$ cat src/rtl/abc_pkg.sv
// -----------------------------------------------------------------------------
// abc_pkg -- shared definitions for the dual A/D converter pulse generator.
//   DATA_W      : converter sample width (8 bits)
//   abc_state_t : 2-bit FSM encoding (IDLE=0, SOC=1, EOC_WAIT=2, PULSE=3)
// -----------------------------------------------------------------------------
package abc_pkg;

   localparam int DATA_W = 8;

   typedef enum logic [1:0] {
      IDLE     = 2'd0,
      SOC      = 2'd1,
      EOC_WAIT = 2'd2,
      PULSE    = 2'd3
   } abc_state_t;

endpackage : abc_pkg

$ cat src/rtl/abc_avg8.sv
// -----------------------------------------------------------------------------
// abc_avg8 -- combinational truncating average of two unsigned samples.
//   a, b : DATA_W-bit unsigned inputs
//   n    : (a + b) >> 1, formed from a DATA_W+1 bit sum so no carry is lost
// -----------------------------------------------------------------------------
module abc_avg8
   import abc_pkg::*;
(
   input  logic [DATA_W-1:0] a,
   input  logic [DATA_W-1:0] b,
   output logic [DATA_W-1:0] n
);

   // The sum keeps its carry bit; dropping the LSB truncates toward zero and
   // the result always fits back into DATA_W bits (max 255).
   function automatic logic [DATA_W-1:0] avg_trunc(input logic [DATA_W-1:0] p,
                                                   input logic [DATA_W-1:0] q);
      logic [DATA_W:0] sum;
      sum = {1'b0, p} + {1'b0, q};
      return sum[DATA_W:1];
   endfunction

   assign n = avg_trunc(a, b);

endmodule : abc_avg8

$ cat src/rtl/abc.sv
// -----------------------------------------------------------------------------
// abc -- drives two A/D converters in lock-step, averages their samples and
//        emits one output pulse whose width in clock periods is the average.
//   clock      : system clock, all state on the rising edge
//   reset_     : synchronous active-low reset
//   soc1/soc2  : registered start-of-conversion to converters 1/2 (always equal)
//   eoc1/eoc2  : end-of-conversion, 1 = idle/data valid, 0 = converting
//   x1/x2      : unsigned samples, only looked at in the cycle both eoc are 1
//                after a conversion
//   out        : registered pulse, high for (x1+x2)/2 clock periods
// -----------------------------------------------------------------------------
module abc
   import abc_pkg::*;
(
   input  logic              clock,
   input  logic              reset_,
   output logic              soc1,
   input  logic              eoc1,
   input  logic [DATA_W-1:0] x1,
   output logic              soc2,
   input  logic              eoc2,
   input  logic [DATA_W-1:0] x2,
   output logic              out
);

   abc_state_t        state;
   abc_state_t        state_nxt;
   logic              soc_q;
   logic              soc_nxt;
   logic              out_q;
   logic              out_nxt;
   logic [DATA_W-1:0] cnt_q;
   logic [DATA_W-1:0] cnt_nxt;
   logic [DATA_W-1:0] n;
   logic              both_idle;
   logic              both_busy;

   assign both_idle = eoc1 & eoc2;
   assign both_busy = ~eoc1 & ~eoc2;

   abc_avg8 u_avg8 (
      .a (x1),
      .b (x2),
      .n (n)
   );

   // ---- state register: FSM state, registered outputs and pulse counter ----
   always_ff @(posedge clock) begin
      if (!reset_) begin
         state <= IDLE;
         soc_q <= 1'b0;
         out_q <= 1'b0;
         cnt_q <= '0;
      end else begin
         state <= state_nxt;
         soc_q <= soc_nxt;
         out_q <= out_nxt;
         cnt_q <= cnt_nxt;
      end
   end

   // ---- next-state logic ----
   always_comb begin
      state_nxt = state;
      case (state)
         IDLE:     if (both_idle) state_nxt = SOC;
         SOC:      if (both_busy) state_nxt = EOC_WAIT;
         EOC_WAIT: if (both_idle) state_nxt = (n == '0) ? IDLE : PULSE;
         PULSE:    if (cnt_q == DATA_W'(1)) state_nxt = IDLE;
         default:  state_nxt = IDLE;
      endcase
   end

   // ---- output logic: next values of the registered outputs and counter ----
   // Outputs are computed one cycle ahead so every port is a flop output.
   // The samples only steer anything in the EOC_WAIT cycle where both
   // converters report idle; in every other state n is ignored.
   always_comb begin
      soc_nxt = 1'b0;
      out_nxt = 1'b0;
      cnt_nxt = cnt_q;
      case (state)
         IDLE: begin
            soc_nxt = both_idle;
         end
         SOC: begin
            // Converters may drop eoc on different cycles; keep requesting
            // until both have acknowledged in the same cycle.
            soc_nxt = ~both_busy;
         end
         EOC_WAIT: begin
            if (both_idle) begin
               out_nxt = (n != '0);
               cnt_nxt = n;
            end
         end
         PULSE: begin
            // Counter holds the remaining high periods including this one;
            // out falls on the edge where it reaches 1.
            out_nxt = (cnt_q != DATA_W'(1));
            cnt_nxt = cnt_q - DATA_W'(1);
         end
         default: begin
            soc_nxt = 1'b0;
         end
      endcase
   end

   assign soc1 = soc_q;
   assign soc2 = soc_q;
   assign out  = out_q;

endmodule : abc

$ cat config.mk
export PLATFORM = sky130hd
export DESIGN_NAME = abc
export DESIGN_NICKNAME = d
export VERILOG_FILES = /design/src/rtl/abc_pkg.sv /design/src/rtl/abc_avg8.sv /design/src/rtl/abc.sv
export SDC_FILE = /design/constraint.sdc
export NUM_CORES = 1
export LEC_CHECK = 0
export BUFFER_PORTS_ARGS = -buffer_cell sky130_fd_sc_hd__buf_2
export CAP_MARGIN = 20
export CORE_MARGIN = 2
export CORE_UTILIZATION = 51
export CTS_BUF_LIST = sky130_fd_sc_hd__clkbuf_8
export CTS_CLUSTER_SIZE = 16
export DETAILED_ROUTE_END_ITERATION = 10
export PLACE_DENSITY = 0.81
export SYNTH_ARGS = -nofsm -noshare
export SYNTH_HDL_FRONTEND = slang
export SYNTH_SLANG_ARGS = --single-unit
$ cat constraint.sdc
create_clock -name clock -period 1.9 [get_ports clock]
set_clock_uncertainty 0.05 [all_clocks]
set_input_delay 0.38 -clock clock [delete_from_list [all_inputs] [get_ports clock]]
set_output_delay 0.38 -clock clock [all_outputs]
set_load 0.01 [all_outputs]
# Word-level counts from Yosys, hierarchy flattened
# Cells that the tools add are included.
totals:
  input_bits: 20
  regBits: 12
classes:
  addsub: 2
  n_eq_ne: 9
  n_mux: 11
  n_bitwise: 5
  n_reduce_logical: 6
op_table:
  columns: ["cell", "count"]
  rows:
  - ["8-bit one-hot mux with 2 select lines", 1]
  - ["2-bit 2-to-1 mux", 5]
  - ["8-bit by 8-bit adder with 9-bit output", 1]
  - ["8-bit by 1-bit equality test with 1-bit output, second input constant", 1]
  - ["8-bit logical NOT", 1]
  - ["8-bit 2-to-1 mux", 1]
  - ["2-bit inequality test, second input constant", 4]
  - ["8-bit by 1-bit inequality test with 1-bit output, second input constant", 1]
  - ["2-bit one-hot mux with 4 select lines", 1]
  - ["8-bit nonzero test", 1]
  - ["8-bit by 1-bit subtractor with 8-bit output, second input constant", 1]
  - ["2-bit equality test, second input constant", 2]
  - ["1-bit one-hot mux with 2 select lines", 2]
  - ["4-bit AND reduction", 1]
  - ["1-bit NOT", 3]
  - ["1-bit bitwise AND", 2]
  - ["2-bit by 1-bit equality test with 1-bit output, second input constant", 1]
  - ["2-bit logical NOT", 1]
  - ["2-bit AND reduction", 1]
  - ["2-bit nonzero test", 1]
  - ["1-bit 2-to-1 mux", 1]

# Longest topological paths before layout
# Gate-level depths: netlist of run 1.
depth:
  word_depth: 5
  mapped_depth: 7
  mapped_depth_nobuf: 7

# Hierarchy
# A second synthesis of run 1 with hierarchy kept.
hier_totals:
  cells_unflattened: 136
  hier_area_um2: 1084.8
by_module_without_submodules:
  columns: ["module", "area_each_um2", "cells_per_inst", "seq_area_each_um2", "n_inst"]
  rows:
  - ["abc", 765.7, 94, 240.2, 1]
  - ["abc_avg8", 319.1, 42, 0.0, 1]

# Least setup slack after synthesis of run 1
# OpenSTA, ideal clock, no wires.
synth_path:
  kind: "input to register"
  start: "in x1[0]"
  end: "reg cnt_q[7]"
  t_arrival_ns: 1.831
  path_slack_ns: -0.100
  cell_stages: 7
  setup_time_ns: 0.120
  n_path_buf: 0
  required_ns: 1.730
  cell_sequence: "and2_1 fa_1 nand3_1 a21oi_1 a211o_1 nor2b_4 o31a_1"
synth_via:
  elab_chain_cells: 3
synth_rtl:
  columns: ["element", "line_no", "text"]
  rows:
  - ["from (decl)", "abc.sv:19", "input logic [DATA_W-1:0] x1,"]
  - ["8-bit by 8-bit adder with 9-bit output", "abc_avg8.sv:19", "sum = {1'b0, p} + {1'b0, q};"]
  - ["8-bit 2-to-1 mux", "abc.sv:92", "if (both_idle) begin"]
  - ["8-bit one-hot mux with 2 select lines", "abc.sv:82", "case (state)"]
  - ["to (signal assigned)", "abc.sv:58", "cnt_q <= cnt_nxt;"]
  - ["to (decl)", "abc.sv:32", "logic [DATA_W-1:0] cnt_q;"]
# No other way between the ends. The select of a mux whose other input is x is not followed.
# A chain may end at the register's enable or synchronous reset.

# Worst setup path after layout of run 1
layout_path:
  start: "in x2[3]"
  end: "reg cnt_q[6]"
layout_via:
  elab_chain_cells: 3
layout_rtl:
  columns: ["element", "line_no", "text"]
  rows:
  - ["from (decl)", "abc.sv:22", "input logic [DATA_W-1:0] x2,"]
  - ["8-bit by 8-bit adder with 9-bit output", "abc_avg8.sv:19", null]
  - ["8-bit 2-to-1 mux", "abc.sv:92", null]
  - ["8-bit one-hot mux with 2 select lines", "abc.sv:82", null]
# No other way between the ends. The select of a mux whose other input is x is not followed.

==> out/qor.txt, run 1 <==
Status -> completed
Core area -> 0.00219 mm^2
TritonRoute pass-1 iters -> 4
Warnings, synthesis -> 0
Number of buffers inserted by port buffering -> 22
Post-synthesis register bit count -> 12
Sequential cell area fraction in the yosys report -> 0.204
Sink Count -> 12
Ys async rst share -> 0
Mux contribution to synthesized area -> 0.00849
GR Overflow Total -> 0
DRC Markers -> 0
Global routing's busiest layer -> met2
CTS clk-pin slew, worst paths -> 0.05 ns
Clk buf depth -> 2
Met2 Resource Use GR -> 0.432
Sequential share of power -> 0.293
Slew Viols, Final -> 0
GRT Util Overall -> 0.236
Largest family of logic cells by synthesized area -> simple AND/OR/NAND/NOR gates
Fin. Hold Viols -> 0
Area Overhead vs Synth -> 39.7%
Clock Power Share -> 0.296
CP Class -> in2reg
Commonest cells after routing, fill and taps aside -> 23 x buf_4, 19 x buf_2, 14 x o21ai_0
Avg Inst Size Synth -> 8.02 um^2
Die Wd -> 52.1 um
Cells on worst reg2reg path -> 5
Pwr/cell area -> 590 mW/mm^2
Maxcap violations -> 0
Most common cell after layout, fill and taps aside -> buf_4
Nets -> 221
CTS tree -> built
Initial core utilization -> 0.538
Hold Path Origin -> eoc2
Via-to-Cell Ratio -> 6.13
Final Util -> 0.752
Post-Synth XOR/XNOR Area -> 0.0149
Placer congestion estimate -> 0.887
Filler cells -> 154
Largest net degree at the start of global routing -> 14
Pre-CTS WS -> -0.226 ns
Maximum clock frequency -> 0.535 GHz
Sink of the worst hold path -> soc1
Design area -> 0.00165 mm^2
# setup viols final -> 0
Vias in the first global route -> 1164
CTS Buf Count -> 3
Worst Path Arrival -> 2.00 ns
Die height -> 52.1 um
Worst-Skew Late Latency -> 0.25 ns
Top FF cell, synth -> dfxtp_1
Crit path time final -> 1.87 ns
Synth Area in Adders -> 0.113
Synthesized instance count -> 147
CTS Root Buffer Type -> clkbuf_8
Power Total -> 971 uW
Routed wire length -> 3.59 mm
Worst r2r src -> cnt_q[2]
1st-iter DRT viols -> 36
Global-route wire length before repair -> 4.78 mm
Met3 global-route usage -> 0.0230
Post-Place Cell Area -> 0.00145 mm^2
DR WL/cell -> 16.5 um
Hold path depth -> 3
Layout cells sized above 1 -> 0.395
Post-synth EDFFs -> 0
Remaining antenna violation count -> 0
Sw Share -> 0.333
Worst r2r dst -> state[1]
PnR worst setup slack -> 0.0313 ns
P_sw -> 324 uW
Flop-to-flop setup slack -> 0.14 ns
Largest fanout on the critical path -> 7
Rows -> 17
Met1 usage -> 0.261
Peak supply drop -> 0.000424 V
Leak pwr -> 0.000686 uW
Multi-input logic area -> 992 um^2
Post-synthesis cell type count -> 49
Post-synthesis simple-gate area fraction -> 0.306
FF/Latch Area -> 240 um^2
Total vias in the final route -> 1337
Diodes inserted -> 0
Worst Setup Start Kind -> input port
CP Capture Type -> flip-flop
Tightest Hold Check Type -> in2reg
DP HPWL -> 2.27 mm
Fin crit share -> 0.984
Max transition margin -> 0.583
Synth Cell Area -> 0.00118 mm^2
P_int -> 647 uW
Syn Nets -> 177
Die area -> 0.00271 mm^2
I/O pins -> 23
Critical path data required time -> 2.03 ns
# H-tree levels -> 1
Worst Max-Slew Pin Slew -> 0.616 ns
Comb power frac -> 0.411
Initial antenna violation count -> 0
Compound-gate portion of the synthesized area -> 0.299
registers in the layout (all words and copies together), names as in the netlist:
name	flops
state	2
cnt_q	8
out	1
soc1	1
area by class of cell:
class	instances	area share
clock buffer	4	0.0334
inverter	6	0.0137
multi-input combinational	123	0.603
sequential	12	0.146
tap	28	0.0213
timing repair buffer	45	0.183
per-stage QoR:
step | instances | hold slack, ns | TNS (ns)
after CTS | 215 | 0.384 | 0
after floorplan | 147 | 0.432 | 0
final | 218 | 0.388 | 0
after detailed placement | 211 | 0.456 | -1.45
after global routing | 218 | 0.394 | -0.0428
after global placement | 211 | 0.448 | -0.967
cell usage after synthesis (2+ instances only):
master,instances,area (um^2)
a21oi_1,15,75.1
o31a_1,2,17.5
inv_1,6,22.5
a211o_1,2,17.5
nor3_1,5,25.0
nor4_1,2,12.5
nand2_1,8,30.0
a211oi_1,2,15.0
dfxtp_1,12,240
buf_4,3,22.5
nor2b_1,3,18.8
o21ai_0,14,70.1
nand4_1,2,12.5
nand3_1,6,30.0
a221oi_1,2,17.5
and2_1,3,18.8
nand4b_1,3,26.3
nor4_4,2,42.5
and3_1,2,12.5
ha_1,9,113
a21boi_0,3,22.5
nor2_1,11,41.3
nand2b_1,2,12.5
nor4b_1,2,17.5
and3b_1,2,17.5
critical path, stage by stage:
cell and delay, ns:
buf_2 0.10, ha_2 0.41, nand3_1 0.14, a21oi_1 0.29
mux2i_2 0.36, o21ai_0 0.17, a31oi_1 0.14
layer usage:
layer  vias up  part of all wire
met5         -                 0
met4         0             0.037
met3        12             0.040
met2        47              0.54
met1       632              0.39
li1        646                 -
repair_timing:
item / 4_1_cts / 5_1_grt
buffers inserted: 0 / 3
gates resized for setup: 0 / 24
hold buffers: 0 / 0
endpoints found under the setup margin: 0 / 7
logic make-up after synthesis:
kind of cell | after synthesis
buffers and inverters | 12
flip-flops | 12
multiplexers | 1
adder cells (fa/ha/maj) | 10
AND/OR/NAND/NOR | 57
AO/OA/AOI/OAI | 53
XOR/XNOR | 2
worst max-delay path by stage:
stage / from / end / slack [ns] / cells after the start
6_report: x2[3] / cnt_q[6] / 0.03 / 7
5_1_grt: x2[3] / cnt_q[6] / -0.02 / 7
4_1_cts: x1[0] / state[1] / 0.03 / 8
3_5_place_dp: x1[2] / state[1] / -0.23 / 8
3_3_place_gp: x1[2] / out / -0.16 / 8
2_1_floorplan: x1[0] / cnt_q[7] / 0.002 / 7
power by group through the flow:
stage / Sequential [uW] / Combinational, uW / Clock (uW)
after floorplan: 279 / 213 / 0
after global placement: 287 / 307 / 0
after detailed placement: 288 / 318 / 0
after CTS: 283 / 321 / 292
after global routing: 286 / 430 / 302
final: 285 / 399 / 287
No activity file was read; power rests on OpenSTA's default activity.
==> run 2: changes to the inputs <==
--- a/config.mk
+++ b/config.mk
@@ -15,4 +15,6 @@
 export PLACE_DENSITY = 0.81
 export SYNTH_ARGS = -nofsm -noshare
 export SYNTH_HDL_FRONTEND = slang
+export SYNTH_HIERARCHICAL = 1
 export SYNTH_SLANG_ARGS = --single-unit
+export TNS_END_PERCENT = 20
==> out/qor.txt, run 2 <==
Fin. Hold Viols -> 0
Met2 Resource Use GR -> 0.430
Failing checks -> setup timing
CTS Root Buffer Type -> clkbuf_8
Slowest cell on crit path -> nor4_2
Initial antenna violation count -> 0
Diodes inserted -> 0
Fin Hold WS -> 0.419 ns
Most common cell after layout, fill and taps aside -> buf_2
Sequential cell area fraction in the yosys report -> 0.221
Max reg flops -> 8
Die area -> 0.00251 mm^2
Critical path data required time -> 1.99 ns
Synth Cell Area -> 0.00108 mm^2
Synth area leaders -> dfxtp_1 22%, ha_1 10%, a21oi_1 6.5%
Die height -> 50.1 um
Clk buf depth -> 2
Post-synth EDFFs -> 0
Peak supply drop -> 0.000573 V
Dominant cell type by area after synthesis -> dfxtp_1
Pwr/cell area -> 710 mW/mm^2
Fin crit share -> 1.04
Nets -> 204
Post-synthesis cell type count -> 45
Slew Viols, Final -> 0
1st-iter DRT viols -> 37
RSZ-0062 raised after global routing -> true
CTS Buf Count -> 3
Placer congestion estimate -> 0.799
CP Capture Type -> flip-flop
Pre-CTS WS -> -0.404 ns
DP HPWL -> 2.18 mm
Layout cells sized above 1 -> 0.382
Dpl cells -> 195
Largest registers -> cnt_q x8, state x2
Maxcap violations -> 0
Crit path time final -> 1.98 ns
Remaining antenna violation count -> 0
Total vias in the final route -> 1162
# setup viols final -> 3
# H-tree levels -> 1
Final Util -> 0.741
Worst Path Arrival -> 2.07 ns
Status -> finished with violations
DRC Markers -> 0
Global-route wire length before repair -> 4.70 mm
Leak pwr -> 0.000605 uW
Worst-path cell chain -> buf_2 > ha_4 > a21o_1 > a21o_1 > a221oi_2 > nand2_1 > nor4_2 > nand4_1 > nand4b_1 > nand2_1
Met1 usage -> 0.286
GR Overflow Total -> 0
Worst-Skew Late Latency -> 0.25 ns
Die Wd -> 50.1 um
Largest net degree at the start of global routing -> 16
Post-synthesis register bit count -> 12
Avg Inst Size Synth -> 7.98 um^2
Top cells by count, synth -> 14 x a21oi_1, 14 x nand2_1, 12 x dfxtp_1
Power Total -> 1040 uW
Yosys top cell area share -> 0.221
Syn Nets -> 166
PnR worst setup slack -> -0.0801 ns
TritonRoute pass-1 iters -> 4
Ys async rst share -> 0
Filler cells -> 153
Vias in the first global route -> 1105
Rows -> 16
GRT Util Overall -> 0.242
Crit-path leading delay family -> simple AND/OR/NAND/NOR gates
I/O pins -> 23
Met3 global-route usage -> 0.0182
Synthesized instance count -> 136
Worst Max-Slew Pin Slew -> 0.490 ns
Number of buffers inserted by port buffering -> 22
CTS tree -> built
Max transition margin -> 0.673
Commonest cells after routing, fill and taps aside -> 21 x buf_2, 16 x buf_4, 14 x nand2_1
Maximum clock frequency -> 0.505 GHz
Largest fanout on the critical path -> 5
Core area -> 0.00198 mm^2
Tightest Hold Check Type -> in2reg
Slowest stage delay, CP -> 0.30 ns
Top FF cell, synth -> dfxtp_1
Register bank with the most flops -> cnt_q
Final std cells w/o fill -> 200
CTS clk-pin slew, worst paths -> 0.06 ns
Warnings, synthesis -> 6
Sink Count -> 12
Worst Setup Start Kind -> input port
CP bufs+invs -> 1
Routed wire length -> 2.80 mm
DR WL/cell -> 14.0 um
Global routing's busiest layer -> met2
Area Overhead vs Synth -> 35.4%
Initial core utilization -> 0.547
Via-to-Cell Ratio -> 5.81
CP Class -> in2reg
## run 2: per-layer routing
layer,vias up,wire [um]
met5,-,0
met4,0,57
met3,5,117
met2,43,1410
met1,533,1210
li1,581,-
## run 2: where the power goes
group	internal (uW)	total (uW)	switching (uW)
clock	184	288	104
combinational	212	422	209
sequential	279	334	54.5
total	675	1040	368
## run 2: worst register-to-register path: cells and delay by family (launching register included)
| kind | cells | cell delay (ns) |
|---|---|---|
| AOI/OAI and AO/OA | 3 | 0.48 |
| DFF | 1 | 0.62 |
| and+or+nand+nor | 1 | 0.19 |
## run 2: final timing paths
path / slack (ns) / depth (start not counted) / endpoint / startpoint
worst max register to register: 0.48 / 4 / cnt_q[2] / state[0]
worst max-delay path: -0.08 / 10 / state[1] / x1[4]
worst min register to register: 0.49 / 1 / cnt_q[7] / cnt_q[7]
worst min-delay path: 0.42 / 3 / cnt_q[3] / reset_
## run 2: through the flow
| stage | instance area [um^2] | setup TNS [ns] |
|---|---|---|
| 3_5_place_dp | 1370 | -1.80 |
| 4_1_cts | 1440 | -0.139 |
| 3_3_place_gp | 1370 | -1.60 |
| 5_1_grt | 1470 | -0.678 |
| 2_1_floorplan | 1150 | -0.441 |
| 6_report | 1470 | -0.215 |
## run 2: cells by family after synthesis
kind of cell,synth area share
and+or+nand+nor,0.273
adders and majority gates,0.122
AOI/OAI and AO/OA,0.270
xor gates and xnor gates,0.0404
muxes,0.0185
buffers and inverters,0.0542
DFF,0.221
## run 2: what timing repair did
item                       4_1_cts  5_1_grt
gates resized for setup          2        4
setup buffers                    1        0
hold buffers                     0        0
pin swaps                        7        3
setup endpoints to repair        4        5
## run 2: area by class of cell
type	instances	area, um^2	area share
sequential	12	240	0.164
clock buffer	4	55.1	0.0375
multi-input combinational	112	877	0.597
tap	27	33.8	0.0230
inverter	7	26.3	0.0179
timing repair buffer	38	236	0.161
==> run 3: changes to the inputs <==
--- a/config.mk
+++ b/config.mk
@@ -9,7 +9,7 @@
 export CAP_MARGIN = 20
 export CORE_MARGIN = 2
 export CORE_UTILIZATION = 51
-export CTS_BUF_LIST = sky130_fd_sc_hd__clkbuf_8
+export CTS_BUF_LIST = sky130_fd_sc_hd__clkbuf_4 sky130_fd_sc_hd__clkbuf_8
 export CTS_CLUSTER_SIZE = 16
 export DETAILED_ROUTE_END_ITERATION = 10
 export PLACE_DENSITY = 0.81
==> out/qor.txt, run 3 (synthesis gave the netlist of run 2 again) <==
Status -> finished with violations
Failing checks -> setup timing
Comb power frac -> 0.440
Critical Path Start -> x1[4]
Global-route wire length before repair -> 4.67 mm
Crit-path leading delay family -> compound AO/OA/AOI/OAI gates
Sw Share -> 0.367
Max transition margin -> 0.674
DRC Markers -> 0
Maximum clock frequency -> 0.513 GHz
Worst-path cell chain -> buf_2 > ha_4 > a21o_1 > a2111oi_0 > mux2i_1 > nand2_1 > nor4_2 > a211o_1 > o21ai_1
Slew Viols, Final -> 0
Die area -> 0.00251 mm^2
Initial antenna violation count -> 0
PnR worst setup slack -> -0.0485 ns
Die height -> 50.1 um
I/O pins -> 23
Sink Count -> 12
Worst Max-Slew Pin Slew -> 0.489 ns
Fin Hold WS -> 0.401 ns
TritonRoute pass-1 iters -> 4
Total vias in the final route -> 1179
Post-Place Cell Area -> 0.00137 mm^2
Leak pwr -> 0.000598 uW
Routed wire length -> 2.83 mm
Cells on worst reg2reg path -> 4
Nets -> 204
CTS tree -> built
Fin. Hold Viols -> 0
Critical path data required time -> 2.05 ns
Most common cell after layout, fill and taps aside -> buf_2
Core area -> 0.00198 mm^2
P_int -> 607 uW
Diodes inserted -> 0
Hold Path Origin -> reset_
Crit path time final -> 1.95 ns
Placer congestion estimate -> 0.799
Maxcap violations -> 0
Slowest cell on crit path -> a2111oi_0
GRT Util Overall -> 0.235
Vias in the first global route -> 1119
Rows -> 16
Die Wd -> 50.1 um
Slowest stage delay, CP -> 0.42 ns
Pwr/cell area -> 662 mW/mm^2
Design area -> 0.00145 mm^2
RSZ-0062 raised after global routing -> true
1st-iter DRT viols -> 37
CP bufs+invs -> 1
Power Total -> 960 uW
Worst r2r src -> state[0]
# setup viols final -> 3
Hold-fix buffers, CTS -> 0
DR WL/cell -> 14.2 um
CTS clk-pin slew, worst paths -> 0.08 ns
Clock Power Share -> 0.212
Peak supply drop -> 0.000565 V
Final Util -> 0.732
Largest registers -> cnt_q x8, state x2
Sequential share of power -> 0.348
Worst Setup Start Kind -> input port
Via-to-Cell Ratio -> 5.90
Commonest cells after routing, fill and taps aside -> 21 x buf_2, 16 x buf_4, 14 x nand2_1
Worst Path Arrival -> 2.10 ns
Levels on crit path -> 9
Fin crit share -> 1.03
Register bank with the most flops -> cnt_q
Hold path depth -> 3
Max reg flops -> 8
Number of buffers inserted by port buffering -> 22
Setup TNS -> -0.124 ns
CTS Root Buffer Type -> clkbuf_4
P_sw -> 353 uW
Remaining antenna violation count -> 0
GR Overflow Total -> 0
Clk buf depth -> 2
# H-tree levels -> 1
Largest fanout on the critical path -> 5
Worst-Skew Late Latency -> 0.27 ns
Tightest Hold Check Type -> in2reg
DP HPWL -> 2.18 mm
Largest net degree at the start of global routing -> 16
CP Capture Type -> flip-flop
CTS Buf Count -> 3
Layout cells sized above 1 -> 0.382
CP Class -> in2reg
Initial core utilization -> 0.547
Area Overhead vs Synth -> 33.7%
[run 3: final timing paths]
check                                 to  slack, ns
worst max-delay path            state[0]      -0.05
worst min-delay path            cnt_q[3]       0.40
worst max register to register  cnt_q[2]       0.46
worst min register to register  cnt_q[7]       0.49
[run 3: final cells by class]
cell class              count  area (um^2)
well taps                  27         33.8
multi-input cells         112          877
fillers                   150          532
repair buffers             38          236
clock buffers               4         36.3
inverters                   7         26.3
flip-flops and latches     12          240
[run 3: worst register-to-register path, cell delays in order (launching register included)]
cell	delay, ns
dfxtp_1	0.63
a21o_1	0.17
and2_2	0.19
a21oi_1	0.09
a211oi_2	0.22
[run 3: stage by stage]
step	cells	setup slack [ns]
after floorplan	136	-0.122
after global placement	195	-0.372
after detailed placement	195	-0.404
after CTS	200	-0.0228
after global routing	200	-0.171
final	200	-0.0485
[run 3: what timing repair did]
item / CTS / global route
buffers inserted: 1 / 0
endpoints found under the setup margin: 4 / 4
gates resized for setup: 2 / 4
pin swaps: 7 / 3
[run 3: layer usage]
metal | part of all wire | routed length (um) | track usage
met1 | 0.44 | 1250 | 0.283
met2 | 0.51 | 1450 | 0.430
met3 | 0.043 | 121 | 0.0182
met4 | 0.0067 | 19 | 0.0787
met5 | 0 | 0 | 0
[run 3: power groups by stage]
stage               clock network [uW]  logic, uW  registers [uW]
floorplan                            0        297             311
global placement                     0        387             337
detailed placement                   0        401             338
CTS                                207        409             332
global route                       220        462             340
finish                             203        423             334
